File: src/rtl/dec_pkg.sv
// rtl/dec_pkg.sv - shared mode encodings and one-hot helper for the scan decoder
//
// Contents:
//   MODE_DIRECT / MODE_SCAN : values of the decoder's mode input
//   OH_MAX_W                : widest one-hot vector onehot() can build
//   onehot(code, n)         : OH_MAX_W-bit vector with bit `code` set, zero when code >= n
package dec_pkg;

  localparam logic MODE_DIRECT = 1'b0;
  localparam logic MODE_SCAN   = 1'b1;

  localparam int unsigned OH_MAX_W = 256;

  // Callers narrow the result to their own output width with a size cast.
  function automatic logic [OH_MAX_W-1:0] onehot(input int unsigned code, input int unsigned n);
    logic [OH_MAX_W-1:0] result;
    if (code < n && code < OH_MAX_W) begin
      result = OH_MAX_W'(1) << code;
    end else begin
      result = '0;
    end
    return result;
  endfunction

endpackage

File: src/rtl/dec_dwell_tick.sv
// rtl/dec_dwell_tick.sv - dwell counter producing a terminal-count tick for the scan decoder
//
// Ports:
//   clk   in  system clock, rising edge
//   rst_n in  asynchronous active-low reset, clears the count
//   run   in  count one step this cycle
//   clear in  restart the dwell at zero; wins over run and suppresses tick
//   tick  out high during the cycle whose edge completes a DWELL-long dwell
module dec_dwell_tick #(
  parameter int DWELL = 4
) (
  input  logic clk,
  input  logic rst_n,
  input  logic run,
  input  logic clear,
  output logic tick
);

  localparam int CW = $clog2(DWELL + 1);
  localparam logic [CW-1:0] TERM = CW'(DWELL - 1);

  logic [CW-1:0] cnt;

  // Combinational so the owner can advance on the same edge that wraps the count.
  assign tick = run && !clear && (cnt == TERM);

  always_ff @(posedge clk or negedge rst_n) begin
    if (!rst_n) begin
      cnt <= '0;
    end else if (clear) begin
      cnt <= '0;
    end else if (run) begin
      if (cnt == TERM) begin
        cnt <= '0;
      end else begin
        cnt <= cnt + 1'b1;
      end
    end
  end

endmodule

File: src/rtl/dec_scan_mton.sv
// rtl/dec_scan_mton.sv - registered M-to-N one-hot decoder with direct and auto-scan modes
//
// Optional feature macro: DEC_OOR_ERR_EN (adds sticky out-of-range load flag `err`)
//
// Ports:
//   clk   in  system clock, rising edge
//   rst_n in  asynchronous active-low reset
//   _en   in  active-low enable; high blanks dout/wrap and freezes idx and dwell
//   mode  in  MODE_DIRECT (hold loaded code) or MODE_SCAN (step idx every DWELL cycles)
//   load  in  one-cycle strobe capturing din into idx
//   din   in  code to decode, or scan start index
//   dout  out registered one-hot of idx, zero when disabled or idx >= N
//   idx   out current index register
//   wrap  out one-cycle pulse when a scan steps idx from N-1 to 0
//   err   out (DEC_OOR_ERR_EN only) sticky, set after an enabled load with din >= N
module dec_scan_mton
  import dec_pkg::*;
#(
  parameter int M     = 3,
  parameter int N     = 8,
  parameter int DWELL = 4
) (
  input  logic         clk,
  input  logic         rst_n,
  input  logic         _en,
  input  logic         mode,
  input  logic         load,
  input  logic [M-1:0] din,
  output logic [N-1:0] dout,
  output logic [M-1:0] idx,
  output logic         wrap
`ifdef DEC_OOR_ERR_EN
  ,
  output logic         err
`endif
);

  localparam logic [M-1:0] LAST = M'(N - 1);

  logic         enabled;
  logic         mode_q;      // mode seen on the last enabled edge
  logic         scan_entry;
  logic         dwell_run;
  logic         dwell_clear;
  logic         tick;
  logic [M-1:0] idx_next;
  logic         wrap_next;
  logic [N-1:0] dout_next;

  assign enabled = !_en;

  // Entering SCAN restarts the dwell so the first step lands a full DWELL after the switch.
  assign scan_entry  = enabled && (mode == MODE_SCAN) && (mode_q == MODE_DIRECT);
  assign dwell_run   = enabled && (mode == MODE_SCAN);
  assign dwell_clear = enabled && (load || scan_entry);

  dec_dwell_tick #(
    .DWELL(DWELL)
  ) u_dwell (
    .clk  (clk),
    .rst_n(rst_n),
    .run  (dwell_run),
    .clear(dwell_clear),
    .tick (tick)
  );

  always_comb begin
    idx_next  = idx;
    wrap_next = 1'b0;
    if (enabled) begin
      if (load) begin
        idx_next = din;
      end else if (tick) begin
        // Index arithmetic is modulo N; an out-of-range index recovers to 0 silently.
        if (idx == LAST) begin
          idx_next  = '0;
          wrap_next = 1'b1;
        end else if (idx > LAST) begin
          idx_next = '0;
        end else begin
          idx_next = idx + 1'b1;
        end
      end
    end
  end

  always_comb begin
    dout_next = '0;
    if (enabled) begin
      dout_next = N'(onehot(32'(idx_next), N));
    end
  end

  always_ff @(posedge clk or negedge rst_n) begin
    if (!rst_n) begin
      dout   <= '0;
      idx    <= '0;
      wrap   <= 1'b0;
      mode_q <= MODE_DIRECT;
    end else begin
      dout <= dout_next;
      wrap <= wrap_next;
      idx  <= idx_next;
      if (enabled) begin
        mode_q <= mode;
      end
    end
  end

`ifdef DEC_OOR_ERR_EN
  logic din_oor;

  assign din_oor = 32'(din) >= 32'(N);

  always_ff @(posedge clk or negedge rst_n) begin
    if (!rst_n) begin
      err <= 1'b0;
    end else if (enabled && load && din_oor) begin
      err <= 1'b1;
    end
  end
`else
  // Out-of-range loads leave no status behind; onehot() already blanks dout for them.
`endif

endmodule

File: config.mk
export PLATFORM = sky130hd
export DESIGN_NAME = dec_scan_mton
export DESIGN_NICKNAME = d
export VERILOG_FILES = /design/src/rtl/dec_pkg.sv /design/src/rtl/dec_dwell_tick.sv /design/src/rtl/dec_scan_mton.sv
export SDC_FILE = /design/constraint.sdc
export NUM_CORES = 1
export LEC_CHECK = 0
export ABC_AREA = 1
export BUFFER_PORTS_ARGS = -buffer_cell sky130_fd_sc_hd__buf_2
export CAP_MARGIN = 40
export CORE_UTILIZATION = 50
export CTS_CLUSTER_DIAMETER = 120
export CTS_CLUSTER_SIZE = 20
export DETAILED_ROUTE_END_ITERATION = 10
export PLACE_DENSITY = 0.76
export RECOVER_POWER = 25
export SETUP_SLACK_MARGIN = 0.2
export SYNTH_ARGS = -nofsm -noshare
export SYNTH_HDL_FRONTEND = slang
export SYNTH_HIERARCHICAL = 1
export SYNTH_SLANG_ARGS = --single-unit
File: constraint.sdc
create_clock -name clk -period 1.9 [get_ports clk]
set_input_delay 0.19 -clock clk [delete_from_list [all_inputs] [get_ports clk]]
set_output_delay 0.19 -clock clk [all_outputs]
set_load 0.05 [all_outputs]
==> metrics.md, run 1 <==
| Metric | Value |
|---|---|
| Max cap viols | 0 |
| Worst-path cell chain | inv_1 -> nand2_2 -> a21oi_2 -> nor3_2 -> buf_4 -> inv_4 -> nand2_2 -> a21oi_4 -> nor2_4 -> nor2_1 -> nand3_1 -> nor2_1 |
| Hold crit path type | in -> reg |
| CTS clk-pin slew, worst paths | 0.10 ns |
| Io pins | 20 |
| Final Non-Filler Cells | 139 |
| PwrDens | 807 nW/um^2 |
| H-Tree Depth | 1 |
| Fmax | 596 MHz |
| Worst R2R Path Depth | 12 |
| First-pass GRT wire length | 2.73 mm |
| CTS sink count | 16 |
| Xor/xnor share of the synthesized area | 0% |
| Fill cell count | 116 |
| Post-synthesis simple-gate area fraction | 30.9% |
| Seq/Total Area, Yosys | 49.9% |
| Met1 WL | 695 um |
| CTS tree | yes |
| CP Depth | 12 |
| DR WL/cell | 12.2 um |
| GP Congestion | 0.812 |
| Slew Limit Fails | 0 |
| Mapped cell area | 802 sq um |
| Vias per cell | 5.24 |
| Site Rows | 14 |
| Ant diodes | 0 |
| Top post-synthesis cells by area | dfrtp_1 (50%), nand2_1 (10%), ha_1 (6.2%) |
| CORE AREA | 1510 sq um |
| Register area | 400 sq um |
| Nets | 136 |
| Final Cycle Share | 88.3% |
| Leakage power | 0.554 nW |
| Synth Instances | 95 |
| DPL Wire Length | 1.21 mm |
| Setup CP Type | reg -> reg |
| RSZ-0062 raised after global routing | yes |
| Synth Area in Adders | 6.24% |
| Die area | 1770 sq um |
| Worst vdd ir | 0.573 mV |
| Setup TNS Final | 0 ns |
| Initial antenna violation count | 0 |
| Die W | 42.1 um |
| Met2 WL | 942 um |
| Total congestion overflow | 0 |
| CP arrival | 1.90 ns |
| Total number of vias | 729 |
| Top layer in use | met4 |
| Net Count, Synth | 107 |
| Vias in the first global route | 694 |
| Multi-input logic area | 405 sq um |
| Worst hold stages | 2 |
| Post-Route Skew | 0.00947 ns |
| Synth top area share | 49.9% |
| Largest family of logic cells by synthesized area | simple AND/OR/NAND/NOR gates |
| Tmin final | 1.68 ns |
| Worst relative slew slack | 44.7% |
| Layout cells sized above 1 | 35.8% |
| Syn Area/Cell | 8.44 sq um |
| Post-route cell area | 1040 sq um |
| Crit path max fanout | 5 |
| Slew @ Worst Pin | 0.829 ns |
| Starting Density | 53.2% |
| Met3 WL | 54 um |
| CTS root buf | clkbuf_4 |
| Bufs and invs on worst path | 3 |
| Router iterations before antenna repair | 4 |
| Die Y | 42.1 um |
| Final setup vio count | 0 |
| Outcome | finished clean |
| Worst path slowest cell | dfrtp_1 |
| Post-Route WL | 1.70 mm |
| Crit path max-delay family | simple AND/OR/NAND/NOR gates |
| Synthesis warning total | 6 |
| CP Capture Type | flop |
| Layout overhead on the synthesized area | 30.1% |
| CP max stage delay | 0.37 ns |
| DR iter-0 viols | 19 |
| Clk Latency, worst-skew pair | 0.29 ns |
| Final hold violation count | 0 |
| Buffers on Ports | 19 |
| Largest net degree at the start of global routing | 17 |
| Routed Antenna Nets | 0 |
| GR Util All Layers | 20.8% |
| Placed Area | 932 sq um |
| Startpoint types | flop |
| Mux cell area share after synthesis | 0% |
| Placed Cells | 132 |
| Compound-Gate Fraction of Synth Area | 7.33% |
| Synth area leader | dfrtp_1 |
| Max clock buf depth | 2 |
| Req. time, crit path | 2.12 ns |
| Cell variety after synth | 20 |
| # DRC | 0 |
| Total CTS buffers | 3 |
| #FFs+latches synth | 16 |
power breakdown:
| group | switching, mW | internal, mW | total, mW |
|---|---|---|---|
| clock | 0.108 | 0.117 | 0.224 |
| combinational | 0.157 | 0.0723 | 0.230 |
| sequential | 0.0234 | 0.365 | 0.388 |
| total | 0.289 | 0.554 | 0.843 |
per-stage QoR:
step	setup WS (ns)	hold WS, ns	util (%)	total power [mW]
global route	0.118	0.155	69.3	0.881
floorplan	0.216	-0.106	-	0.541
CTS	0.217	0.136	65.6	0.828
finish	0.223	0.150	69.3	0.843
global placement	0.224	0.109	61.9	0.594
detailed placement	0.173	0.125	61.9	0.600
sequential cells by signal (all words and copies together), names as in the netlist:
signal	flops
wrap	1
u_dwell/cnt	3
dout	8
idx	3
mode_q	1
synthesized netlist by cell type, drive strengths merged:
cell,count
a21boi,1
a21oi,6
dfrtp,16
ha,4
inv,12
nand2,22
nand3,10
nand4,2
nor2,14
nor3,1
nor4,1
o21ai,2
o21bai,1
or2,3
final timing paths:
kind,slack (ns),end,startpoint
setup / recovery,0.22,dout[7],mode_q
min in group asynchronous,0.50,wrap,rst_n
hold / removal,0.15,wrap,_en
max in group asynchronous,0.87,dout[7],rst_n
setup reg to reg,0.22,dout[7],mode_q
hold reg to reg,0.53,u_dwell/cnt[2],u_dwell/cnt[2]
kinds of logic after synthesis:
group,count (synthesis)
compound gates,10
fa+ha+maj,4
simple gates,53
flops,16
buf+inv,12
placed cells by master (no fill, tap or decap), types with 4 or more instances in the layout:
master	n
nand2_1	18
buf_2	18
dfrtp_1	16
nor2_1	10
inv_1	9
nand3_1	9
a21oi_1	4
buf_4	4
routing by layer:
metal	GRT usage, %	vias to the layer above
met5	0	-
met4	9.38	0
met3	2.59	2
met2	37.5	15
met1	24.5	347
li1	-	365
repair_timing:
action                                  4_1_cts  5_1_grt
setup buffers                                 1        1
endpoints found under the hold margin        16        0
endpoints found under the setup margin        2        8
hold buffers                                  1        0
pin swaps                                     0        8
gates resized for setup                       1       12
final cells by class:
| type | count | area share, % |
|---|---|---|
| multi-input cells | 67 | 38.8 |
| flip-flops and latches | 16 | 38.4 |
| repair buffers | 24 | 12.8 |
| inverters | 12 | 4.56 |
| clock buffers | 4 | 3.48 |
| well taps | 16 | 1.92 |
No activity file was read; power rests on OpenSTA's default activity.
==> run 2: changes to the inputs <==
--- a/config.mk
+++ b/config.mk
@@ -9,6 +9,7 @@
 export BUFFER_PORTS_ARGS = -buffer_cell sky130_fd_sc_hd__buf_2
 export CAP_MARGIN = 40
 export CORE_UTILIZATION = 50
+export CTS_BUF_LIST = sky130_fd_sc_hd__clkbuf_8 sky130_fd_sc_hd__clkbuf_16
 export CTS_CLUSTER_DIAMETER = 120
 export CTS_CLUSTER_SIZE = 20
 export DETAILED_ROUTE_END_ITERATION = 10
==> run 2 against run 1 <==
Worst hold slack improved by 0.040 ns. Via count decreased by 0.96%. Total power increased by 9.8%. Register-to-register slack improved by 0.04 ns. Sequential power about the same. Critical path depth unchanged. Clock power increased by 34%. Combinational power increased by 2%. Maximum frequency increased by 2.2%. Global-route usage increased by 0.55 points. Sequential cell count unchanged. Clock skew decreased by 0.0044 ns. Highest routed layer unchanged.
==> metrics.md, run 2 (same netlist as run 1, synthesis figures left out) <==
| Metric | Value |
|---|---|
| Vias in the first global route | 707 (was 694) |
| Starting Density | 53.2% (unchanged) |
| Io pins | 20 (unchanged) |
| Worst vdd ir | 0.548 mV (was 0.573 mV) |
| CTS clk-pin slew, worst paths | 0.06 ns (was 0.10 ns) |
| Reg2reg end | dout[7] (unchanged) |
| Total congestion overflow | 0 (unchanged) |
| Layout cells sized above 1 | 37.9% (was 35.8%) |
| Site Rows | 14 (unchanged) |
| Critical path destination | dout[7] (unchanged) |
| Util after Layout | 71.9% (was 69.3%) |
| Vias per cell | 5.16 (was 5.24) |
| Die W | 42.1 um (unchanged) |
| CTS tree | yes (unchanged) |
| Final hold violation count | 0 (unchanged) |
| # DRC | 0 (unchanged) |
| Leakage power | 0.574 nW (was 0.554 nW) |
| Initial antenna violation count | 0 (unchanged) |
| Nets | 137 (was 136) |
| CP Capture Type | flop (unchanged) |
| Startpoint types | flop (unchanged) |
| Worst R2R Path Depth | 12 (unchanged) |
| CP arrival | 1.82 ns (was 1.90 ns) |
| Reg2reg start | mode_q (unchanged) |
| Router iterations before antenna repair | 4 (unchanged) |
| Max cap viols | 0 (unchanged) |
| DR WL/cell | 12.1 um (was 12.2 um) |
| CP max stage delay | 0.36 ns (was 0.37 ns) |
| Most flops, register | dout (unchanged) |
| Layout overhead on the synthesized area | 35.1% (was 30.1%) |
| Final Non-Filler Cells | 140 (was 139) |
| CORE AREA | 1510 sq um (unchanged) |
| Routed Antenna Nets | 0 (unchanged) |
| Most frequent cells in the layout | nand2_1 (18), buf_2 (18), dfrtp_1 (16), nor2_1 (10), nand3_1 (9) (was nand2_1 (18), buf_2 (18), dfrtp_1 (16), nor2_1 (10)) |
| DPL Wire Length | 1.21 mm (unchanged) |
| Crit path max fanout | 5 (unchanged) |
| First-pass GRT wire length | 2.82 mm (was 2.73 mm) |
| Worst path slowest cell | dfrtp_1 (unchanged) |
| DR iter-0 viols | 9 (was 19) |
| Final Cycle Share | 86.4% (was 88.3%) |
| Critical path origin | mode_q (unchanged) |
| Tmin final | 1.64 ns (was 1.68 ns) |
| Final setup vio count | 0 (unchanged) |
| Largest net degree at the start of global routing | 17 (unchanged) |
| Post-Route Skew | 0.00502 ns (was 0.00947 ns) |
| Hold crit path type | in -> reg (unchanged) |
| PwrDens | 854 nW/um^2 (was 807 nW/um^2) |
| GP Congestion | 0.812 (unchanged) |
| Req. time, crit path | 2.08 ns (was 2.12 ns) |
| Clk Latency, worst-skew pair | 0.25 ns (was 0.29 ns) |
| Total CTS buffers | 3 (unchanged) |
| Post-Route WL | 1.69 mm (was 1.70 mm) |
| Post-route cell area | 1080 sq um (was 1040 sq um) |
| Die Y | 42.1 um (unchanged) |
| Worst-path cell chain | inv_1 -> nand2_2 -> a21oi_2 -> nor3_2 -> buf_4 -> inv_4 -> nand2_4 -> a21oi_4 -> nor2_4 -> nor2_1 -> nand3_1 -> nor2_1 (was inv_1 -> nand2_2 -> a21oi_2 -> nor3_2 -> buf_4 -> inv_4 -> nand2_2 -> a21oi_4 -> nor2_4 -> nor2_1 -> nand3_1 -> nor2_1) |
| Setup CP Type | reg -> reg (unchanged) |
| Reg2reg setup slack | 0.26 ns (was 0.22 ns) |
| Fmax | 609 MHz (was 596 MHz) |
| Die area | 1770 sq um (unchanged) |
| Ant diodes | 0 (unchanged) |
| Placed Cells | 132 (unchanged) |
| H-Tree Depth | 1 (unchanged) |
| Outcome | finished clean (unchanged) |
| Largest registers | dout: 8 flops, idx: 3 flops, u_dwell/cnt: 3 flops (unchanged) |
| Placed Area | 932 sq um (unchanged) |
| Worst relative slew slack | 45.3% (was 44.7%) |
| Buffers on Ports | 19 (unchanged) |
| Worst setup slack after layout | 0.258 ns (was 0.223 ns) |
| Slew @ Worst Pin | 0.820 ns (was 0.829 ns) |
| Setup TNS Final | 0 ns (unchanged) |
| Largest register FFs | 8 (unchanged) |
| CTS sink count | 16 (unchanged) |
| Total number of vias | 722 (was 729) |
| Slew Limit Fails | 0 (unchanged) |
| Dpl ws | 0.173 ns (unchanged) |
| CP most frequent cell | nor2_1 |
| GR Util All Layers | 21.3% (was 20.8%) |
| CTS root buf | clkbuf_8 (was clkbuf_4) |
| RSZ-0062 raised after global routing | yes (unchanged) |
| Max clock buf depth | 2 (unchanged) |
## run 2: metal layers
layer | vias up | part of all wire [%] | routed length, um | GRT usage, %
li1 | 364 | - | - | -
met1 | 340 | 41 | 700 | 24.8
met2 | 13 | 53 | 904 | 39.1
met3 | 5 | 3.4 | 57 | 2.59
met4 | 0 | 1.6 | 27 | 9.38
met5 | - | 0 | 0 | 0
## run 2: what timing repair did
item / CTS / global route
setup endpoints to repair: 1 / 8
gates resized for setup: 1 / 16
pin swaps: 0 / 8
hold buffers: 1 / 0
endpoints found under the hold margin: 16 / 0
buffers inserted: 0 / 3
## run 2: how the worst min path moves through the flow
| stage | startpoint | endpoint | slack (ns) | cells after the start |
|---|---|---|---|---|
| floorplan | rst_n | dout[0] | -0.11 | 0 |
| global placement | rst_n | mode_q | 0.11 | 1 |
| detailed placement | rst_n | mode_q | 0.12 | 1 |
| CTS | _en | wrap | 0.18 | 2 |
| global route | _en | wrap | 0.20 | 2 |
| finish | _en | wrap | 0.19 | 2 |
## run 2: final cells by class
class                   count  area (sq um)
clock buffers               4          55.1
well taps                  16          20.0
repair buffers             25           141
inverters                  12          47.5
flip-flops and latches     16           400
fillers                   115           423
multi-input cells          67           419
## run 2: per-stage QoR
step	power, mW	hold WS (ns)
6_report	0.925	0.189
5_1_grt	0.965	0.203
4_1_cts	0.898	0.184
3_5_place_dp	0.600	0.125
3_3_place_gp	0.594	0.109
2_1_floorplan	0.541	-0.106
## run 2: worst max-delay path, delay by kind of cell, from the launching register on
family	cells	cell delay [ns]
compound gates	2	0.35
flops	1	0.36
simple gates	7	0.54
buf+inv	3	0.32
## run 2: report_power, final
part / internal, mW / total, mW / switching (mW)
logic: 0.0744 / 0.234 / 0.160
clock network: 0.184 / 0.300 / 0.116
registers: 0.366 / 0.391 / 0.0254
==> run 3: changes to the inputs <==
--- a/config.mk
+++ b/config.mk
@@ -8,12 +8,12 @@
 export ABC_AREA = 1
 export BUFFER_PORTS_ARGS = -buffer_cell sky130_fd_sc_hd__buf_2
 export CAP_MARGIN = 40
-export CORE_UTILIZATION = 50
+export CORE_UTILIZATION = 25
 export CTS_BUF_LIST = sky130_fd_sc_hd__clkbuf_8 sky130_fd_sc_hd__clkbuf_16
 export CTS_CLUSTER_DIAMETER = 120
 export CTS_CLUSTER_SIZE = 20
 export DETAILED_ROUTE_END_ITERATION = 10
-export PLACE_DENSITY = 0.76
+export PLACE_DENSITY = 0.52
 export RECOVER_POWER = 25
 export SETUP_SLACK_MARGIN = 0.2
 export SYNTH_ARGS = -nofsm -noshare
==> run 3 against run 2 <==
Combinational power grew 7%. Clock power is essentially flat. Global-route usage shrank 10 points.
==> metrics.md, run 3 (same netlist as run 1, synthesis figures left out) <==
| Metric | Value |
|---|---|
| Outcome | finished clean (unchanged) |
| Total congestion overflow | 0 (unchanged) |
| Placed Area | 967 sq um (was 932 sq um) |
| Post-Route Skew | 0.000947 ns (was 0.00502 ns) |
| Startpoint types | flop (unchanged) |
| Die Y | 58.6 um (was 42.1 um) |
| Final Cycle Share | 88.1% (was 86.4%) |
| CTS clk-pin slew, worst paths | 0.06 ns (about the same) |
| Starting Density | 26.3% (was 53.2%) |
| Clk Latency, worst-skew pair | 0.24 ns (was 0.25 ns) |
| DR WL/cell | 10.5 um (was 12.1 um) |
| Fmax | 597 MHz (was 609 MHz) |
| Largest registers | dout: 8 flops, idx: 3 flops, u_dwell/cnt: 3 flops (unchanged) |
| Vias in the first global route | 687 (was 707) |
| Max cap viols | 0 (unchanged) |
| Final setup vio count | 0 (unchanged) |
| Reg power frac | 41.5% (was 42.3%) |
| Setup CP Type | reg -> reg (unchanged) |
| Int Pwr | 634 uW (was 624 uW) |
| P_sw | 303 uW (was 301 uW) |
| Most flops, register | dout (unchanged) |
| PwrDens | 814 nW/um^2 (was 854 nW/um^2) |
| H-Tree Depth | 1 (unchanged) |
| CP Capture Type | flop (unchanged) |
| Initial antenna violation count | 0 (unchanged) |
| Final hold violation count | 0 (unchanged) |
| Max clock buf depth | 2 (unchanged) |
| Layout overhead on the synthesized area | 43.5% (was 35.1%) |
| # DRC | 0 (unchanged) |
| Ant diodes | 0 (unchanged) |
| Crit path max fanout | 5 (unchanged) |
| Worst vdd ir | 0.403 mV (was 0.548 mV) |
| Routed Antenna Nets | 0 (unchanged) |
| RSZ-0062 raised after global routing | yes (unchanged) |
| CTS sink count | 16 (unchanged) |
| CTS root buf | clkbuf_8 (unchanged) |
| CP arrival | 1.81 ns (was 1.82 ns) |
| Die W | 58.6 um (was 42.1 um) |
| Tmin final | 1.67 ns (was 1.64 ns) |
| DPL Wire Length | 1.35 mm (was 1.21 mm) |
| Setup TNS Final | 0 ns (unchanged) |
| Leakage power | 0.586 nW (was 0.574 nW) |
| Total number of vias | 729 (was 722) |
| First-pass GRT wire length | 2.77 mm (was 2.82 mm) |
| Total CTS buffers | 3 (unchanged) |
| CORE AREA | 3050 sq um (was 1510 sq um) |
| Slew Limit Fails | 0 (unchanged) |
| Worst relative slew slack | 42.4% (was 45.3%) |
| Router iterations before antenna repair | 4 (unchanged) |
| Hold crit path type | in -> reg (unchanged) |
| DR iter-0 viols | 31 (was 9) |
| Post-route cell area | 1150 sq um (was 1080 sq um) |
| Comb power frac | 26.8% (was 25.3%) |
| Post-Route WL | 1.78 mm (was 1.69 mm) |
| Buffers on Ports | 19 (unchanged) |
| Req. time, crit path | 2.04 ns (was 2.08 ns) |
| Slew @ Worst Pin | 0.865 ns (was 0.820 ns) |
| Nets | 139 (was 137) |
| GP Congestion | 0.750 (was 0.812) |
| Largest net degree at the start of global routing | 17 (unchanged) |
| Power share of the clock group | 31.6% (was 32.4%) |
| CTS tree | yes (unchanged) |
| Switching share of power | 32.4% (was 32.6%) |
| Largest register FFs | 8 (unchanged) |
| Site Rows | 20 (was 14) |
| GR Util All Layers | 11.0% (was 21.3%) |
| Layout cells sized above 1 | 45.2% (was 37.9%) |
| Die area | 3440 sq um (was 1770 sq um) |
| Vias per cell | 4.29 (was 5.16) |
| Io pins | 20 (unchanged) |
| Most frequent cells in the layout | nand2_1 (18), buf_2 (18), dfrtp_1 (15), inv_1 (8), nor2_1 (8) (was nand2_1 (18), buf_2 (18), dfrtp_1 (16), nor2_1 (10), nand3_1 (9)) |
==> run 3: path summary, 6_finish.rpt <==
kind | start | cells past startpoint | slack, ns | end
worst max-delay path | u_dwell/cnt[0] | 10 | 0.23 | dout[4]
worst min-delay path | mode | 3 | 0.20 | mode_q
worst max register to register | u_dwell/cnt[0] | 10 | 0.23 | dout[4]
worst min register to register | u_dwell/cnt[1] | 2 | 0.50 | u_dwell/cnt[1]
max in group asynchronous | rst_n | 2 | 0.74 | idx[1]
min in group asynchronous | rst_n | 2 | 0.57 | mode_q
==> run 3: routing by layer <==
| layer | GRT usage (%) | part of all wire [%] |
|---|---|---|
| met5 | 0 | 0 |
| met4 | 2.38 | 0 |
| met3 | 4.18 | 4.1 |
| met2 | 18.6 | 53 |
| met1 | 13.4 | 43 |
==> run 3: area by class of cell <==
cell class / count / area (sq um)
timing repair buffer: 27 / 160
inverter: 12 / 47.5
tap: 44 / 55.1
sequential: 16 / 402
multi-input combinational: 67 / 432
clock buffer: 4 / 55.1
fill: 326 / 1900
==> run 3: what timing repair did <==
action / in CTS / in global routing
resized for setup: 1 / 23
hold endpoints to repair: 16 / 0
pin swaps: 1 / 11
setup buffers: 1 / 4
hold buffers: 1 / 0
setup endpoints to repair: 5 / 9
==> run 3: stage by stage <==
step                hold WS, ns  util, %  power, mW  std cells  setup WS [ns]
floorplan                -0.106        -      0.541         95          0.216
global placement          0.120     31.7      0.597        160          0.162
detailed placement        0.123     31.7      0.603        160          0.117
CTS                       0.184     34.1      0.911        166          0.191
global route              0.222     37.7      0.989        170         0.0707
finish                    0.196     37.7      0.937        170          0.226
==> run 3: power by group through the flow <==
stage / combinational [mW] / sequential [mW] / clock, mW
after CTS: 0.217 / 0.387 / 0.307
final: 0.251 / 0.389 / 0.297
after floorplan: 0.0879 / 0.453 / 0
after global routing: 0.278 / 0.393 / 0.318
after global placement: 0.205 / 0.393 / 0
after detailed placement: 0.209 / 0.394 / 0
==> run 3: critical path, stage by stage, from the launching register on <==
cell and delay [ns]:
dfrtp_1 0.37, ha_2 0.20, nand2_2 0.06, nor3_2 0.18, buf_4 0.18, nand2_4 0.06
a21oi_4 0.19, buf_6 0.11, o21bai_1 0.06, nand2_1 0.11, nor2_1 0.05
